[config.mk]
export PLATFORM = sky130hd
export DESIGN_NAME = sync_decoder
export DESIGN_NICKNAME = d
export VERILOG_FILES = /design/src/rtl/sync_decoder.sv
export SDC_FILE = /design/constraint.sdc
export NUM_CORES = 1
export LEC_CHECK = 0
export ABC_CLOCK_PERIOD_IN_PS = 3200
export BUFFER_PORTS_ARGS = -buffer_cell sky130_fd_sc_hd__buf_2
export CAP_MARGIN = 10
export CORE_ASPECT_RATIO = 1.5
export CORE_MARGIN = 2
export CORE_UTILIZATION = 58
export DETAILED_ROUTE_END_ITERATION = 10
export GPL_TIMING_DRIVEN = 0
export PLACE_DENSITY = 0.88
export SLEW_MARGIN = 20
export SYNTH_ARGS = -nofsm -noshare
export SYNTH_HDL_FRONTEND = slang
export SYNTH_SLANG_ARGS = --single-unit
[constraint.sdc]
create_clock -name clk -period 3.2 [get_ports clk]
set_input_delay 0.32 -clock clk [delete_from_list [all_inputs] [get_ports clk]]
set_output_delay 0.32 -clock clk [all_outputs]
set_load 0.01 [all_outputs]
[src/rtl/sync_decoder.sv]
// Recovers pixel coordinates, an active-video window and a lock indication from
// asynchronous hsync/vsync by measuring line and frame lengths against expected timing.
module sync_decoder #(
    parameter int H_PX = 800,
    parameter int V_LN = 524,
    parameter int BP_H = 144,
    parameter int BP_V = 33
) (
    input  logic       clk,
    input  logic       clr_n,
    input  logic       hsync_in,
    input  logic       vsync_in,
    output logic [9:0] h,
    output logic [9:0] v,
    output logic       von,
    output logic       locked,
    output logic [9:0] line_len,
    output logic [9:0] frame_len,
    output logic       sync_err
);

    typedef enum logic [1:0] {
        SEARCH  = 2'd0,
        MEASURE = 2'd1,
        LOCKED  = 2'd2
    } state_t;

    localparam logic [9:0]  L_H_PX = 10'(H_PX);
    localparam logic [9:0]  L_V_LN = 10'(V_LN);
    localparam logic [11:0] L_BP_H = 12'(BP_H);
    localparam logic [11:0] L_BP_V = 12'(BP_V);
    localparam logic [9:0]  L_MAX  = 10'd1023;

    logic [2:0]  r_hs_sync;
    logic [2:0]  r_vs_sync;
    logic [9:0]  r_hc;
    logic [9:0]  r_vc;
    logic [9:0]  r_hcnt;
    logic        r_bad_line;
    state_t      r_state;

    logic        w_hfall;
    logic        w_vfall;
    logic [9:0]  w_hc_next;
    logic [9:0]  w_line_new;
    logic [9:0]  w_frame_new;
    logic        w_line_bad;
    logic        w_frame_bad;
    logic        w_bad_now;
    logic        w_hc_sat;
    logic [11:0] w_h_diff;
    logic [11:0] w_v_diff;
    logic        w_active;

    // Index 0/1 form the synchronizer, index 2 holds the previous synchronized level.
    assign w_hfall     = ~r_hs_sync[1] & r_hs_sync[2];
    assign w_vfall     = ~r_vs_sync[1] & r_vs_sync[2];
    assign w_line_new  = r_hc + 10'd1;
    assign w_line_bad  = w_hfall & (w_line_new != L_H_PX);
    assign w_frame_bad = (w_frame_new != L_V_LN);
    assign w_bad_now   = r_bad_line | w_line_bad;
    assign w_hc_sat    = (w_hc_next == L_MAX);

    // A borrow out of the 12-bit difference means the counter is still before the window.
    assign w_h_diff = {2'b00, r_hc} - L_BP_H;
    assign w_v_diff = {2'b00, r_vc} - L_BP_V;
    assign w_active = ~w_h_diff[11] & (w_h_diff[10:0] <= 11'd639) &
                      ~w_v_diff[11] & (w_v_diff[10:0] <= 11'd479);

    // Next horizontal count and the frame length that a vsync fall would capture now.
    always_comb begin
        w_hc_next   = r_hc;
        w_frame_new = r_hcnt;
        if (w_hfall) begin
            w_hc_next = 10'd0;
        end else if (r_hc != L_MAX) begin
            w_hc_next = r_hc + 10'd1;
        end else begin
            w_hc_next = L_MAX;
        end
        if (r_hcnt == L_MAX) begin
            w_frame_new = L_MAX;
        end else begin
            w_frame_new = r_hcnt + {9'd0, w_hfall};
        end
    end

    // Synchronizers; idle (high) during reset so release cannot fake a fall.
    always_ff @(posedge clk or negedge clr_n) begin
        if (!clr_n) begin
            r_hs_sync <= 3'b111;
            r_vs_sync <= 3'b111;
        end else begin
            r_hs_sync <= {r_hs_sync[1:0], hsync_in};
            r_vs_sync <= {r_vs_sync[1:0], vsync_in};
        end
    end

    // Pixel/line counters and line/frame length capture.
    always_ff @(posedge clk or negedge clr_n) begin
        if (!clr_n) begin
            r_hc      <= 10'd0;
            r_vc      <= 10'd0;
            r_hcnt    <= 10'd0;
            line_len  <= 10'd0;
            frame_len <= 10'd0;
        end else begin
            r_hc <= w_hc_next;
            if (w_hfall) begin
                line_len <= w_line_new;
            end
            if (w_vfall) begin
                r_vc      <= 10'd0;
                r_hcnt    <= 10'd0;
                frame_len <= w_frame_new;
            end else if (w_hfall) begin
                r_vc   <= (r_vc == L_MAX) ? L_MAX : r_vc + 10'd1;
                r_hcnt <= (r_hcnt == L_MAX) ? L_MAX : r_hcnt + 10'd1;
            end
        end
    end

    // Registered window outputs.
    always_ff @(posedge clk or negedge clr_n) begin
        if (!clr_n) begin
            h   <= 10'd0;
            v   <= 10'd0;
            von <= 1'b0;
        end else begin
            von <= locked & w_active;
            if (w_active) begin
                h <= w_h_diff[9:0];
                v <= w_v_diff[9:0];
            end else begin
                h <= 10'd0;
                v <= 10'd0;
            end
        end
    end

    // Lock FSM; decisions use the lengths being captured this cycle.
    always_ff @(posedge clk or negedge clr_n) begin
        if (!clr_n) begin
            r_state    <= SEARCH;
            r_bad_line <= 1'b0;
            locked     <= 1'b0;
            sync_err   <= 1'b0;
        end else begin
            sync_err <= 1'b0;
            case (r_state)
                SEARCH: begin
                    if (w_vfall) begin
                        r_state    <= MEASURE;
                        r_bad_line <= 1'b0;
                    end
                end
                MEASURE: begin
                    if (w_vfall) begin
                        r_bad_line <= 1'b0;
                        if (!w_frame_bad && !w_bad_now) begin
                            r_state <= LOCKED;
                            locked  <= 1'b1;
                        end
                    end else if (w_line_bad) begin
                        r_bad_line <= 1'b1;
                    end
                end
                LOCKED: begin
                    if (w_line_bad || (w_vfall && w_frame_bad) || w_hc_sat) begin
                        r_state  <= SEARCH;
                        locked   <= 1'b0;
                        sync_err <= 1'b1;
                    end
                end
                default: begin
                    r_state <= SEARCH;
                    locked  <= 1'b0;
                end
            endcase
        end
    end

endmodule

## Word level (Yosys, flattened, before mapping)

Cells that the tools add are included.

- Register bits after elaboration: 82
- Bits in latches: 0
- RAM bits: 0
- Memory bits (read-only): 0
- Input port bits: 4
- Output and inout port bits: 43
- Logic and storage cells: 86
- Memories: 0

- $add $sub $neg: 6
- Multiply operators: 0
- Divide/modulo/power cells: 0
- $lt $le $gt $ge: 2
- Equality and inequality tests: 13
- Shift-type cells: 0
- Mux-type cells: 26
- Bitwise gates (word level): 13
- Reduce and logical (&&, ||, !) cells: 12

Operators with widths:

| cell | number |
|---|---|
| $mux W10 | 11 |
| $add A10 B1 Y10 const B | 3 |
| $eq A10 B10 Y1 const B | 3 |
| $ne A10 B10 Y1 const B | 3 |
| $le A11 B10 Y1 const B | 1 |
| $le A11 B9 Y1 const B | 1 |
| $sub A10 B6 Y11 const B | 1 |
| $sub A10 B8 Y11 const B | 1 |
| $add A10 B1 Y10 | 1 |
| $mux W1 | 8 |
| $mux W2 | 4 |
| $ne A2 B2 Y1 const B | 4 |
| $reduce_and A4 Y1 | 2 |
| $and A1 B1 Y1 | 7 |
| $pmux W2 S3 | 1 |
| $not A1 Y1 | 5 |
| $reduce_bool A2 Y1 | 2 |
| $ne A3 B3 Y1 const B | 1 |
| $pmux W1 S3 | 1 |
| $reduce_and A3 Y1 | 1 |
| $eq A2 B1 Y1 const B | 1 |
| $eq A2 B2 Y1 const B | 1 |
| $logic_and A1 B1 Y1 | 2 |
| $logic_not A1 Y1 | 2 |
| other kinds (4) | 5 |

## Longest topological paths before layout

- Depth in word-level cells: 10
- Gate-level depth with buffers: 11
- Mapped depth without buffers: 10

## Worst setup path before layout

Ideal clock, no wire load.

- Kind: register to register
- Start: reg r_hs_sync[1]
- End: reg locked
- Setup time: 67 ps
- Arrival time: 2802 ps
- Required time: 3133 ps
- Slack: 330 ps
- Cell stages (with the launch flop): 12
- Buffers on the path: 1
- Clock period less this slack: 2870 ps
- Cells stage by stage: dfstp_2 -> and2b_2 -> clkbuf_1 -> and2_1 -> ha_1 -> xnor2_1 -> or3_1 -> a2111o_1 -> nand4b_4 -> and2_4 -> a211oi_2 -> a311o_1

- Longest elaborated chain between the ends: 10
- Elaborated cells on any way between the ends: 18
- Classes of those cells: 1 x add/sub; 4 x eq/ne; 2 x mux; 4 x bitwise; 7 x reduce/logical

RTL lines:

| item | RTL line | source |
|---|---|---|
| start, declared | 34 | `logic [2:0] r_hs_sync;` |
| start signal, assigned | 94 | `r_hs_sync <= {r_hs_sync[1:0], hsync_in};` |
| $not A1 Y1 * | 56 | `assign w_hfall = ~r_hs_sync[1] & r_hs_sync[2];` |
| $and A1 B1 Y1 * | 56 |  |
| $add A10 B1 Y10 | 84 | `w_frame_new = r_hcnt + {9'd0, w_hfall};` |
| $mux W10 | 81 | `if (r_hcnt == L_MAX) begin` |
| $ne A10 B10 Y1 | 60 | `assign w_frame_bad = (w_frame_new != L_V_LN);` |
| $logic_and A1 B1 Y1 | 169 | `if (w_line_bad \|\| (w_vfall && w_frame_bad) \|\| w_hc_sat) begin` |
| $logic_or A1 B1 Y1 (2 in series) | 169 |  |
| $ne A2 B2 Y1 (no line) | - |  |
| $reduce_and A4 Y1 (no line) * | - |  |
| end signal, assigned | 162 | `locked <= 1'b1;` |
| end signal, assigned | 171 | `locked <= 1'b0;` |
| end signal, assigned | 177 | `locked <= 1'b0;` |
| end, declared | 16 | `output logic locked,` |

Mark *: on every way between the ends. The rest lies on a longest branch, timed or not.
A chain may end at the register's enable or synchronous reset.

## Final worst setup path

Same ends and word-level chain as after synthesis.

==> metrics.md <==
| Metric | Value |
|---|---|
| Worst R2R Setup Slack | `about 130 ps` |
| Status | `complete, no violations` |
| Post-synth top flop | `dfrtp_1` |
| WL/cell | `around 15 um` |
| Detail Route Antenna Nets | `0` |
| Root Buffer | `clkbuf_8` |
| Sequential area share after synthesis | `0.5040` |
| DR vias | `around 3,200` |
| Buffers added on ports | `46` |
| Core area | `slightly below 0.007 mm^2` |
| Layout Skew | `just over 8 ps` |
| Area grow syn2layout | `13.01%` |
| HPWL Detailed | `about 6200 um` |
| Reg-to-reg startpoint | `r_hs_sync[1]$_DFF_PN1_` |
| Critical Path RT | `about 3500 ps` |
| Iter 0 DRT Violations | `about 220` |
| Max incr delay on CP | `550 ps` |
| Final core utilization | `0.6740` |
| Clk_lat worst skew | `360 ps` |
| Most common cell in the netlist | `dfrtp_1` |
| FF+latch count, synth | `approximately 80` |
| Worst-path maximum fanout | `12` |
| CP startpoint kind | `flip-flop` |
| Placed Area | `approximately 0.0044 mm^2` |
| Fin area | `0.004618 mm^2` |
| Worst path bufs/invs | `0` |
| Fmax | `between 300 and 400 MHz` |
| Largest net degree at the start of global routing | `44` |
| Mapped Cells | `412` |
| Yosys top cell area share | `0.4654` |
| Crit-path cells | `and2b_2 -> and2_1 -> ha_1 -> xnor2_1 -> or3_1 -> a2111o_1 -> nand4b_4 -> and2_4 -> a211oi_2 -> a311o_1` |
| WHS Path Cells | `1` |
| Slowest CP cell | `dfstp_2` |
| Switch Pwr | `around 0.61 mW` |
| Final nets | `approximately 480` |
| Pwr dens | `between 400 and 500 mW/mm^2` |
| H-tree depth | `3` |
| Post-synth top cells | `76 x dfrtp_1, 52 x nor2_1, 29 x nand2_1` |
| Number of CTS-inserted buffers | `9` |
| Fin. Hold Viols | `0` |
| Post-synthesis net count | `~430` |
| Syn Std Cell Area | `between 0.004 and 0.005 mm^2` |
| Overall routing resource usage | `0.2450` |
| Critical setup path kind | `reg -> reg` |
| I/O pin cnt | `47` |
| Hold crit path type | `in -> reg` |
| TritonCTS clock tree | `yes` |
| Critical path's top delay family | `simple AND/OR/NAND/NOR gates` |
| Static leakage | `2.209 nW` |
| Rel. slew slack | `0.6405` |
| Path depth of the worst reg2reg path | `10` |
| Synth area leader | `dfrtp_1` |
| Initial Util | `0.5964` |
| Post-synth EDFFs | `0` |
| Fin crit period | `between 3000 and 4000 ps` |
| Measured slew at the worst slew-check pin | `roughly 540 ps` |
| Clock buffer depth | `2` |
| Cell Rows | `37` |
| First-pass GRT wire length | `14,660 um` |
| RePlAce Congestion | `0.9146` |
| Reg-to-reg endpoint | `locked$_DFFE_PN0P_` |
| Ys Warns | `0` |
| RSZ-0062 raised after global routing | `no` |
| Die width | `between 70 and 80 um` |
| Max_cap viols | `0` |
| Sequential Power Share | `0.535` |
| Sw Share | `0.2807` |
| Final Power | `2.168 mW` |
| Diodes inserted | `0` |
| Top post-synthesis cells by area | `dfrtp_1 47%, nor2_1 4.8%, dfstp_2 3.9%, xnor2_1 3.6%, a21oi_1 2.9%` |
| Drt first pass iters | `4` |
| Pins Over Slew Limit | `0` |
| DR DRC count | `0` |
| Vias in the first global route | `approximately 3,200` |
| Final period utilization | `0.9607` |
| Die area | `around 0.0077 mm^2` |
| Gr ovfl total | `0` |
| Share of layout cells above drive strength 1 | `0.2232` |
| Die span in y | `106.8 um` |
| Post-synthesis async set-or-reset flop share | `1.000` |
| Clock power frac | `0.311` |
| Internal power | `between 1.5 and 2 mW` |
| CTS Sinks | `82` |
| VDD IR max | `between 0.3 and 0.4 mV` |
| Worst min-delay path startpoint | `vsync_in` |
| Final setup viols | `0` |
| Distinct cells, synth | `74` |
| Mean Syn Cell Area | `around 10 um^2` |
| Arr. time, crit path | `between 3000 and 4000 ps` |
| Post-CTS Resized | `0` |
| Hold EP | `r_vs_sync[0]$_DFF_PN1_` |
| CP Capture Type | `flip-flop` |
| Routed WL | `8488 um` |
| Clock transition at the registers of the reported paths | `about 70 ps` |
| Vias per cell | `5.816` |
| Initial antenna violation count | `0` |
| Gate power share | `0.155` |
[sequential cells by signal (all words and copies together) (netlist names)]
signal      cells
frame_len      10
h              10
line_len       10
locked          1
r_bad_line      1
r_hc           10
r_hcnt         10
r_hs_sync       3
r_state         2
r_vc           10
r_vs_sync       3
sync_err        1
v              10
von             1
[worst max-delay path by stage]
stage / to / startpoint / slack, ps / depth (start not counted)
floorplan: locked$_DFFE_PN0P_ / r_hs_sync[1]$_DFF_PN1_ / 330 / 11
global placement: locked$_DFFE_PN0P_ / r_hs_sync[1]$_DFF_PN1_ / 7 / 11
detailed placement: locked$_DFFE_PN0P_ / r_hs_sync[1]$_DFF_PN1_ / -40 / 11
CTS: locked$_DFFE_PN0P_ / r_hs_sync[1]$_DFF_PN1_ / 130 / 10
global route: locked$_DFFE_PN0P_ / r_hs_sync[1]$_DFF_PN1_ / 40 / 10
finish: locked$_DFFE_PN0P_ / r_hs_sync[1]$_DFF_PN1_ / 130 / 10
[power groups by stage]
stage               Clock, mW  Combinational [mW]  Sequential, mW
CTS                     0.694               0.337            1.16
global route            0.735               0.377            1.17
floorplan                   0               0.213            1.18
finish                  0.674               0.335            1.16
global placement            0               0.320            1.17
detailed placement          0               0.335            1.18
[timing repair]
item,4_1_cts,5_1_grt
setup endpoints to repair,3,0
hold buffers,1,0
buffers inserted,0,0
hold endpoints to repair,35,0
[per-stage QoR]
stage,setup TNS (ps),hold slack [ps],cells,setup slack (ps)
2_1_floorplan,0,24.41,412,330.3
3_3_place_gp,0,345.9,536,6.725
3_5_place_dp,-79.71,329.5,537,-44.12
4_1_cts,0,34.69,553,125.3
5_1_grt,0,31.96,553,35.77
6_report,0,55.55,553,125.8
[cells by family after synthesis]
logic type                 count (synthesis)  share of synthesized area
adders and majority gates                  9                    0.02756
and+or+nand+nor                          157                     0.2051
other                                      1                  0.0009177
AOI/OAI and AO/OA                         92                     0.1457
buffers and inverters                     43                    0.05297
muxes                                      3                   0.008266
DFF                                       82                     0.5040
xor gates and xnor gates                  25                    0.05542
[worst reg2reg max path, stage by stage, from the launching register on]
cell and delay, ps:
dfstp_2 550, and2b_2 300, and2_1 200, ha_1 280, xnor2_1 180, or3_1 320, a2111o_1 390, nand4b_4 200
and2_4 180, a211oi_2 220, a311o_1 200
[final cells by class]
cell class | count | area, um^2
flip-flops and latches | 82 | 2059
clock inverters | 2 | 12.51
clock buffers | 14 | 162.7
multi-input cells | 287 | 1810
well taps | 78 | 97.59
fillers | 553 | 2233
plain buffers | 27 | 156.4
inverters | 15 | 56.30
repair buffers | 48 | 262.8
[cell usage in the layout (no fill, tap or decap), types with 3 or more instances in the layout]
cell type  netlist  final
nor2_1          52     52
a21oi_1         24     24
nand2_1         29     29
clkbuf_1        12     14
a311oi_1         3      3
and4_1           4      4
nor3_1          15     15
o21ai_1          5      5
xor2_1           7      7
inv_2            3      3
buf_2            7     52
xnor2_1         17     17
nand3_1         13     13
a211oi_1         4      4
a31oi_1         11     11
dfstp_2          6      6
ha_1             9      9
nand4_1          5      5
and3_1           4      4
clkbuf_8         2     13
buf_4            3      4
and2_1           5      5
o21ai_0         21     21
dfrtp_1         76     76
inv_1           12     12
[routing by layer]
layer	GRT usage	routed length [um]
met1	0.2785	3264
met5	0	0
met4	0.1217	214
met2	0.4260	4618
met3	0.05169	391
Power figures use the tool's default switching activity.
